$ cat src/rtl/eth_pkg.sv
// Shared RMII receive types: FSM states, line constants and the FIFO entry layout.
// Purely declarative; no logic and no timing of its own.
package eth_pkg;

  typedef enum logic [1:0] {
    ST_IDLE     = 2'd0,
    ST_PREAMBLE = 2'd1,
    ST_DATA     = 2'd2,
    ST_DROP     = 2'd3
  } rx_state_e;

  localparam logic [1:0] RMII_PRE = 2'b01;
  localparam logic [1:0] RMII_SFD = 2'b11;

  localparam int ENT_DATA_W = 8;
  localparam int ENT_W      = ENT_DATA_W + 3;

  typedef struct packed {
    logic                  sof;
    logic                  eof;
    logic                  err;
    logic [ENT_DATA_W-1:0] data;
  } rx_entry_t;

  function automatic rx_entry_t make_entry(input logic sof, input logic eof, input logic err,
                                           input logic [ENT_DATA_W-1:0] data);
    rx_entry_t e;
    e.sof  = sof;
    e.eof  = eof;
    e.err  = err;
    e.data = data;
    return e;
  endfunction

endpackage

$ cat src/rtl/sfifo_fwft.sv
// Synchronous first-word-fall-through FIFO; a write shows at o_dout one cycle later.
// Push on full is ignored unless a pop happens in the same cycle; o_dout reads 0 when empty.
module sfifo_fwft #(
  parameter int WIDTH = 11,
  parameter int DEPTH = 16
) (
  input  logic             i_clk,
  input  logic             i_rst_n,
  input  logic             i_push,
  input  logic [WIDTH-1:0] i_din,
  input  logic             i_pop,
  output logic [WIDTH-1:0] o_dout,
  output logic             o_full,
  output logic             o_empty
);

  localparam int AW = $clog2(DEPTH);

  logic [WIDTH-1:0] mem_q [DEPTH];
  logic [AW-1:0]    wr_ptr_q, rd_ptr_q;
  logic [AW:0]      count_q;
  logic             do_push, do_pop;

  assign o_full  = (count_q == (AW+1)'(DEPTH));
  assign o_empty = (count_q == '0);
  assign do_pop  = i_pop & ~o_empty;
  assign do_push = i_push & (~o_full | do_pop);
  assign o_dout  = o_empty ? '0 : mem_q[rd_ptr_q];

  always_ff @(posedge i_clk) begin
    if (do_push) mem_q[wr_ptr_q] <= i_din;
  end

  always_ff @(posedge i_clk or negedge i_rst_n) begin
    if (!i_rst_n) begin
      wr_ptr_q <= '0;
      rd_ptr_q <= '0;
      count_q  <= '0;
    end else begin
      if (do_push) wr_ptr_q <= wr_ptr_q + 1'b1;
      if (do_pop)  rd_ptr_q <= rd_ptr_q + 1'b1;
      case ({do_push, do_pop})
        2'b10:   count_q <= count_q + 1'b1;
        2'b01:   count_q <= count_q - 1'b1;
        default: ;
      endcase
    end
  end

endmodule

$ cat src/rtl/rmii_rx_frame.sv
// RMII receiver: preamble/SFD hunt, dibit-to-byte assembly, one-byte skid, FWFT output FIFO.
// Byte reaches FIFO one byte-time after completion; FIFO overflow drops the frame and counts it.
module rmii_rx_frame #(
  parameter int FIFO_DEPTH = 16,
  parameter int PRE_MIN    = 4,
  parameter int DIV10      = 10
) (
  input  logic        i_clk,
  input  logic        i_rst_n,
  input  logic        i_speed_100,
  input  logic        i_ethphy_crsdv,
  input  logic        i_ethphy_rxer,
  input  logic [1:0]  i_ethphy_rxd,
  output logic        o_rx_vld,
  input  logic        i_rx_rdy,
  output logic [7:0]  o_rx_data,
  output logic        o_rx_sof,
  output logic        o_rx_eof,
  output logic        o_rx_err,
  output logic [15:0] o_ovf_cnt
);

  import eth_pkg::*;

  localparam int CW  = (DIV10 > 1) ? $clog2(DIV10) : 1;
  localparam int PCW = $clog2(PRE_MIN + 1);
  localparam logic [CW-1:0]  CNT_MID  = CW'(DIV10 / 2);
  localparam logic [CW-1:0]  CNT_LAST = CW'(DIV10 - 1);
  localparam logic [PCW-1:0] PRE_SAT  = PCW'(PRE_MIN);

  logic       crsdv_q, rxer_q, spd_q, spd_prev_q;
  logic [1:0] rxd_q;

  rx_state_e       state_q, state_d;
  logic [CW-1:0]   cnt_q, cnt_d;
  logic [PCW-1:0]  pre_cnt_q, pre_cnt_d;
  logic [1:0]      idx_q, idx_d;
  logic [5:0]      sr_q, sr_d;
  logic [7:0]      skid_dat_q, skid_dat_d;
  logic            skid_vld_q, skid_vld_d, skid_sof_q, skid_sof_d;
  logic            first_q, first_d, err_q, err_d, crs_low_q, crs_low_d;
  logic            sof_wr_q, sof_wr_d, pend_term_q, pend_term_d;
  logic [15:0]     ovf_cnt_q, ovf_cnt_d;

  logic      strobe, spd_chg;
  logic      byte_done, frame_end, push_data, push_end, push_req, push_term;
  logic      ovf, ovf_inc;
  logic      fifo_push, fifo_pop, fifo_full, fifo_empty;
  rx_entry_t fifo_din, fifo_dout;

  always_ff @(posedge i_clk or negedge i_rst_n) begin
    if (!i_rst_n) begin
      crsdv_q    <= 1'b0;
      rxer_q     <= 1'b0;
      rxd_q      <= 2'b00;
      spd_q      <= 1'b0;
      spd_prev_q <= 1'b0;
    end else begin
      crsdv_q    <= i_ethphy_crsdv;
      rxer_q     <= i_ethphy_rxer;
      rxd_q      <= i_ethphy_rxd;
      spd_q      <= i_speed_100;
      spd_prev_q <= spd_q;
    end
  end

  assign strobe  = spd_q | (cnt_q == CNT_MID);
  assign spd_chg = spd_q ^ spd_prev_q;

  always_ff @(posedge i_clk or negedge i_rst_n) begin
    if (!i_rst_n) state_q <= ST_IDLE;
    else          state_q <= state_d;
  end

  always_comb begin
    state_d = state_q;
    if (strobe) begin
      case (state_q)
        ST_IDLE: begin
          if (crsdv_q && rxd_q == RMII_PRE) state_d = pend_term_q ? ST_DROP : ST_PREAMBLE;
        end
        ST_PREAMBLE: begin
          if (!crsdv_q)                                       state_d = ST_IDLE;
          else if (rxd_q == RMII_SFD && pre_cnt_q >= PRE_SAT) state_d = ST_DATA;
          else if (rxd_q != RMII_PRE)                         state_d = ST_IDLE;
        end
        ST_DATA: begin
          if (frame_end) state_d = ST_IDLE;
          else if (ovf)  state_d = ST_DROP;
        end
        default: begin
          if (!crsdv_q && crs_low_q) state_d = ST_IDLE;
        end
      endcase
    end
  end

  always_comb begin
    byte_done = (state_q == ST_DATA) && strobe && crsdv_q && (idx_q == 2'd3);
    frame_end = (state_q == ST_DATA) && strobe && !crsdv_q && ((idx_q == 2'd0) || crs_low_q);
    push_data = byte_done && skid_vld_q;
    push_end  = frame_end;
    push_req  = push_data || push_end;
    fifo_pop  = !fifo_empty && i_rx_rdy;
    ovf       = push_req && fifo_full && !fifo_pop;
    push_term = pend_term_q && !fifo_full && !push_req;
    fifo_push = push_req || push_term;
    ovf_inc   = ovf || ((state_q == ST_IDLE) && strobe && crsdv_q && (rxd_q == RMII_PRE) && pend_term_q);
    fifo_din  = make_entry(skid_sof_q, 1'b0, 1'b0, skid_dat_q);
    if (push_end) begin
      // A partial byte or an empty frame both end as an errored eof entry.
      if (skid_vld_q)
        fifo_din = make_entry(skid_sof_q, 1'b1,
                              err_q || rxer_q || spd_chg || (idx_q != 2'd0), skid_dat_q);
      else
        fifo_din = make_entry(1'b1, 1'b1, 1'b1, 8'h00);
    end else if (push_term) begin
      fifo_din = make_entry(1'b0, 1'b1, 1'b1, 8'h00);
    end
  end

  always_comb begin
    cnt_d       = (cnt_q == CNT_LAST) ? '0 : cnt_q + 1'b1;
    crs_low_d   = crs_low_q;
    pre_cnt_d   = pre_cnt_q;
    idx_d       = idx_q;
    sr_d        = sr_q;
    skid_dat_d  = skid_dat_q;
    skid_vld_d  = skid_vld_q;
    skid_sof_d  = skid_sof_q;
    first_d     = first_q;
    err_d       = err_q;
    sof_wr_d    = sof_wr_q;
    pend_term_d = pend_term_q;
    ovf_cnt_d   = ovf_cnt_q;
    // Hold the divider at zero so the first sample after carrier lands mid-dibit.
    if (state_q == ST_IDLE && !crsdv_q) cnt_d = '0;
    if (strobe) crs_low_d = !crsdv_q;
    case (state_q)
      ST_IDLE: begin
        if (state_d == ST_PREAMBLE) begin
          pre_cnt_d  = PCW'(1);
          idx_d      = 2'd0;
          skid_vld_d = 1'b0;
          first_d    = 1'b1;
          err_d      = 1'b0;
          sof_wr_d   = 1'b0;
        end
      end
      ST_PREAMBLE: begin
        if (spd_chg) err_d = 1'b1;
        if (strobe && crsdv_q && rxd_q == RMII_PRE && pre_cnt_q != PRE_SAT)
          pre_cnt_d = pre_cnt_q + 1'b1;
      end
      ST_DATA: begin
        if (rxer_q || spd_chg) err_d = 1'b1;
        if (strobe && crsdv_q) begin
          case (idx_q)
            2'd0:    sr_d[1:0] = rxd_q;
            2'd1:    sr_d[3:2] = rxd_q;
            2'd2:    sr_d[5:4] = rxd_q;
            default: begin
              skid_dat_d = {rxd_q, sr_q};
              skid_sof_d = first_q;
              skid_vld_d = 1'b1;
              first_d    = 1'b0;
            end
          endcase
          idx_d = idx_q + 1'b1;
        end
        if (frame_end || ovf) begin
          skid_vld_d = 1'b0;
          idx_d      = 2'd0;
        end
      end
      default: ;
    endcase
    if (push_req && !ovf && fifo_din.sof) sof_wr_d = 1'b1;
    if (ovf && sof_wr_q)  pend_term_d = 1'b1;
    else if (push_term)   pend_term_d = 1'b0;
    if (ovf_inc && ovf_cnt_q != 16'hFFFF) ovf_cnt_d = ovf_cnt_q + 16'd1;
  end

  always_ff @(posedge i_clk or negedge i_rst_n) begin
    if (!i_rst_n) begin
      cnt_q       <= '0;
      crs_low_q   <= 1'b0;
      pre_cnt_q   <= '0;
      idx_q       <= 2'd0;
      sr_q        <= 6'd0;
      skid_dat_q  <= 8'd0;
      skid_vld_q  <= 1'b0;
      skid_sof_q  <= 1'b0;
      first_q     <= 1'b0;
      err_q       <= 1'b0;
      sof_wr_q    <= 1'b0;
      pend_term_q <= 1'b0;
      ovf_cnt_q   <= 16'd0;
    end else begin
      cnt_q       <= cnt_d;
      crs_low_q   <= crs_low_d;
      pre_cnt_q   <= pre_cnt_d;
      idx_q       <= idx_d;
      sr_q        <= sr_d;
      skid_dat_q  <= skid_dat_d;
      skid_vld_q  <= skid_vld_d;
      skid_sof_q  <= skid_sof_d;
      first_q     <= first_d;
      err_q       <= err_d;
      sof_wr_q    <= sof_wr_d;
      pend_term_q <= pend_term_d;
      ovf_cnt_q   <= ovf_cnt_d;
    end
  end

  sfifo_fwft #(
    .WIDTH (ENT_W),
    .DEPTH (FIFO_DEPTH)
  ) u_fifo (
    .i_clk   (i_clk),
    .i_rst_n (i_rst_n),
    .i_push  (fifo_push),
    .i_din   (fifo_din),
    .i_pop   (fifo_pop),
    .o_dout  (fifo_dout),
    .o_full  (fifo_full),
    .o_empty (fifo_empty)
  );

  assign o_rx_vld  = !fifo_empty;
  assign o_rx_data = fifo_dout.data;
  assign o_rx_sof  = fifo_dout.sof;
  assign o_rx_eof  = fifo_dout.eof;
  assign o_rx_err  = fifo_dout.err & fifo_dout.eof;
  assign o_ovf_cnt = ovf_cnt_q;

endmodule

$ cat config.mk
export PLATFORM = sky130hd
export DESIGN_NAME = rmii_rx_frame
export DESIGN_NICKNAME = d
export VERILOG_FILES = /design/src/rtl/eth_pkg.sv /design/src/rtl/sfifo_fwft.sv /design/src/rtl/rmii_rx_frame.sv
export SDC_FILE = /design/constraint.sdc
export NUM_CORES = 1
export LEC_CHECK = 0
export BUFFER_PORTS_ARGS = -buffer_cell sky130_fd_sc_hd__buf_2
export CORE_ASPECT_RATIO = 1.4
export CORE_MARGIN = 3
export CORE_UTILIZATION = 45
export DETAILED_ROUTE_END_ITERATION = 10
export SYNTH_ARGS = -nofsm -noshare
export SYNTH_HDL_FRONTEND = slang
export SYNTH_HIERARCHICAL = 1
export SYNTH_SLANG_ARGS = --single-unit
$ cat constraint.sdc
create_clock -name i_clk -period 5.9 [get_ports i_clk]
set_input_delay 0.59 -clock i_clk [delete_from_list [all_inputs] [get_ports i_clk]]
set_output_delay 0.59 -clock i_clk [all_outputs]
set_load 0.03 [all_outputs]
==> key figures <==
Outcome
  • Run status: completed

Yosys
  • Largest family of logic cells by synthesized area: multiplexers
  • Post-Syn Area: 10390 sq um
  • Post-synthesis mux area share: 0.1435
  • Post-synthesis sequential area ratio: 0.6700
  • Post-synthesis compound-gate area fraction: 0.04697
  • Synthesis Warnings: 6
  • Top cells by area, synth: edfxtp_1, dfrtp_1, mux4_2, mux2_2, ha_1
  • Average size of a mapped cell: 16.47 sq um
  • EDFF count, synth: 176
  • Synth Area in XOR/XNOR: 0.02192
  • Cell count after synthesis: 631
  • Simple-Gate Fraction of Synth Area: 0.06876
  • Register bit total from synthesis: 243
  • Cell accounting for the most synthesized area: edfxtp_1
  • Top cell type's share of synthesized area: 0.5087
  • Ys async rst share: 0.2757
  • Dominant synthesized flop cell: edfxtp_1
  • Synth unique cells: 62
  • Adder-cell share of the synthesized area: 0.02842
  • Mapped Nets: 662

Floorplanning
  • Die width: 134.4 um
  • Core area: 22610 sq um
  • Die ar.: 24970 sq um
  • Initial core utilization: 0.4595
  • Die height: 185.8 um
  • Num ports: 36
  • Std-Cell Rows: 65

STA
  • Setup violations, final: 0
  • F_max: 255.4 MHz
  • Clock Skews: 0.01483 ns
  • Max-slew violations: 0
  • Post-Route Setup TNS: 0 ns
  • Rel. slew slack: 0.2286
  • Hold Vio Cnt, Final: 0
  • Post-route clock period utilization: 0.6636
  • RSZ-0062 raised after global routing: no
  • Min Tclk post-route: 3.915 ns
  • Worst Tran Pin Value: 1.153 ns

Layout
  • Final net count: 711
  • Fill cells: 1908
  • Commonest non-fill, non-tap cell in the layout: edfxtp_1
  • Fin cells: 999
  • Most frequent cells in the layout: edfxtp_1, dfrtp_1, mux4_2
  • Area Growth Syn to Fin: 12.88%
  • Layout cell share with drive strength beyond 1: 0.2579
  • Antenna cells: 0

Setup path
  • Crit-path max FO: 34
  • Crit-path cells: buf_4, mux4_2, mux2_2, o21ai_1, a21oi_1, buf_2
  • Critical Path AT: 3.33 ns
  • CP max stage cell: dfrtp_2
  • Crit path capture type: output port
  • CP peak stage delay: 1.00 ns
  • Worst Path Required: 5.31 ns
  • Crit Path Category: reg2out
  • Crit path launch type: flop

Clocking
  • Clk Latency, worst-skew pair: 0.51 ns
  • Worst-path clk slew: 0.06 ns
  • CTS buffer count: 24
  • Post-CTS sizing: 0
  • Longest Clk Path Bufs: 3
  • CTS tree: yes
  • H-tree levels: 1
  • CTS Root Cell: clkbuf_16
  • TritonCTS sink count: 243
  • Hold_buf cts: 0
  • # Post-CTS Setup Buffers: 0

Global routing
  • Largest net degree at the start of global routing: 68
  • Total gr overflow: 0
  • Global Route Usage Sum: 0.1783
  • Initial antenna violation count: 0
  • First-pass GRT wire length: 33860 um
  • Vias in the first global route: 5782

Power
  • Leakage: 4.433 nW
  • PD cells: 434.1 nW/um^2
  • Switching power share of the total: 0.3144
  • NetSw: 1.601 mW
  • Reg power frac: 0.416
  • Design Power: 5.092 mW
  • Clock Power Share: 0.307
  • Power share of the combinational group: 0.277
  • Worst vdd ir: 0.2228 mV
  • Cell internal pwr: 3.491 mW

Drt
  • Avg WL per Cell: 21.39 um
  • Detailed Routing Iterations Pass 1: 5
  • Antenna Nets Post-Route: 0
  • Final wirelength: 21370 um
  • Starting DRT DRC Count: 348
  • # DRC: 0
  • Total number of vias: 5478
  • Via-to-Cell Ratio: 5.483

Flow run
  • Max cap viols: 0

Hold path
  • Hold crit path type: in2reg

Place
  • DPL Wire Length: 14320 um
  • DP Cell Count: 955
  • Gp weighted congestion: 0.8209
  • IO Port Bufs: 35
-- state kept, by name, summed over array words and instances (netlist names), 2 cells and up --
name	flops
idx_q	2
pre_cnt_q	3
state_q	2
o_ovf_cnt	16
sr_q	6
u_fifo/rd_ptr_q	4
rxd_q	2
u_fifo/count_q	5
u_fifo/mem_q	176
skid_dat_q	8
u_fifo/wr_ptr_q	4
cnt_q	4
-- stage by stage --
| step | worst slack (ns) | hold slack (ns) | utilization | instance area [sq um] |
|---|---|---|---|---|
| floorplan | 2.533 | 0.2944 | - | 10390 |
| global placement | 2.302 | 0.4330 | 0.4818 | 10890 |
| detailed placement | 2.174 | 0.4305 | 0.4818 | 10890 |
| CTS | 1.907 | 0.1773 | 0.5188 | 11730 |
| global route | 1.758 | 0.1758 | 0.5188 | 11730 |
| finish | 1.985 | 0.1927 | 0.5188 | 11730 |
-- final cells by class --
class,count,area (sq um),area share
tap,301,376.6,0.03211
timing repair buffer,45,250.2,0.02134
multi-input combinational,343,3217,0.2743
inverter,23,86.33,0.007361
clock buffer,31,678.2,0.05782
sequential,243,6964,0.5938
clock inverter,13,156.4,0.01333
-- cells in the mapped netlist, types with 4 or more instances --
cell,number
a21oi_1,17
and2_1,9
and3_1,5
buf_2,7
clkbuf_1,7
dfrtp_1,67
edfxtp_1,176
ha_1,22
inv_1,21
mux2_2,29
mux2i_1,14
mux4_2,44
nand2_1,26
nand2b_1,4
nand3_1,14
nand4_1,10
nor2_1,37
nor2b_1,4
nor3_1,10
o21ai_0,9
o21ai_1,13
xnor2_1,20
xor2_1,6
-- kinds of logic (layout without fill, tap and decap cells) --
| logic type | Yosys count | after routing |
|---|---|---|
| fa+ha+maj | 23 | 23 |
| simple gates | 134 | 134 |
| mux | 90 | 90 |
| compound gates | 70 | 70 |
| flops | 243 | 243 |
| xor+xnor | 26 | 26 |
| buf+inv | 45 | 112 |
-- path summary, 6_finish.rpt --
| kind | startpoint | endpoint | slack, ns | cells past startpoint |
|---|---|---|---|---|
| max in group asynchronous | i_rst_n | u_fifo/rd_ptr_q[1] | 4.99 | 2 |
| hold / removal | i_speed_100 | spd_q | 0.19 | 1 |
| min in group asynchronous | i_rst_n | o_ovf_cnt[6] | 0.28 | 2 |
| hold reg to reg | spd_q | spd_prev_q | 0.44 | 0 |
| setup / recovery | u_fifo/rd_ptr_q[1] | o_rx_data[3] | 1.98 | 6 |
| setup reg to reg | u_fifo/count_q[4] | u_fifo/mem_q[14][8] | 2.20 | 7 |
-- power groups by stage --
stage | Clock, mW | Combinational (mW) | Sequential (mW)
2_1_floorplan | 0 | 1.17 | 2.03
3_3_place_gp | 0 | 1.42 | 2.14
3_5_place_dp | 0 | 1.43 | 2.16
4_1_cts | 1.61 | 1.44 | 2.12
5_1_grt | 1.68 | 1.53 | 2.14
6_report | 1.56 | 1.41 | 2.12
-- critical path: cells and delay by family, from the launching register on --
| family | cells | cell delay (ns) |
|---|---|---|
| DFF | 1 | 1.00 |
| muxes | 2 | 0.89 |
| AOI/OAI and AO/OA | 2 | 0.27 |
| buffers and inverters | 2 | 0.63 |
-- routing by layer --
layer  vias up  part of all wire  track usage
met2        92              0.54       0.3224
met1      2820              0.39       0.2224
met4         0             0.035      0.06235
li1       2534                 -            -
met3        32             0.029      0.02109
met5         -                 0            0
Note: power is estimated with default switching activity, not from simulation.
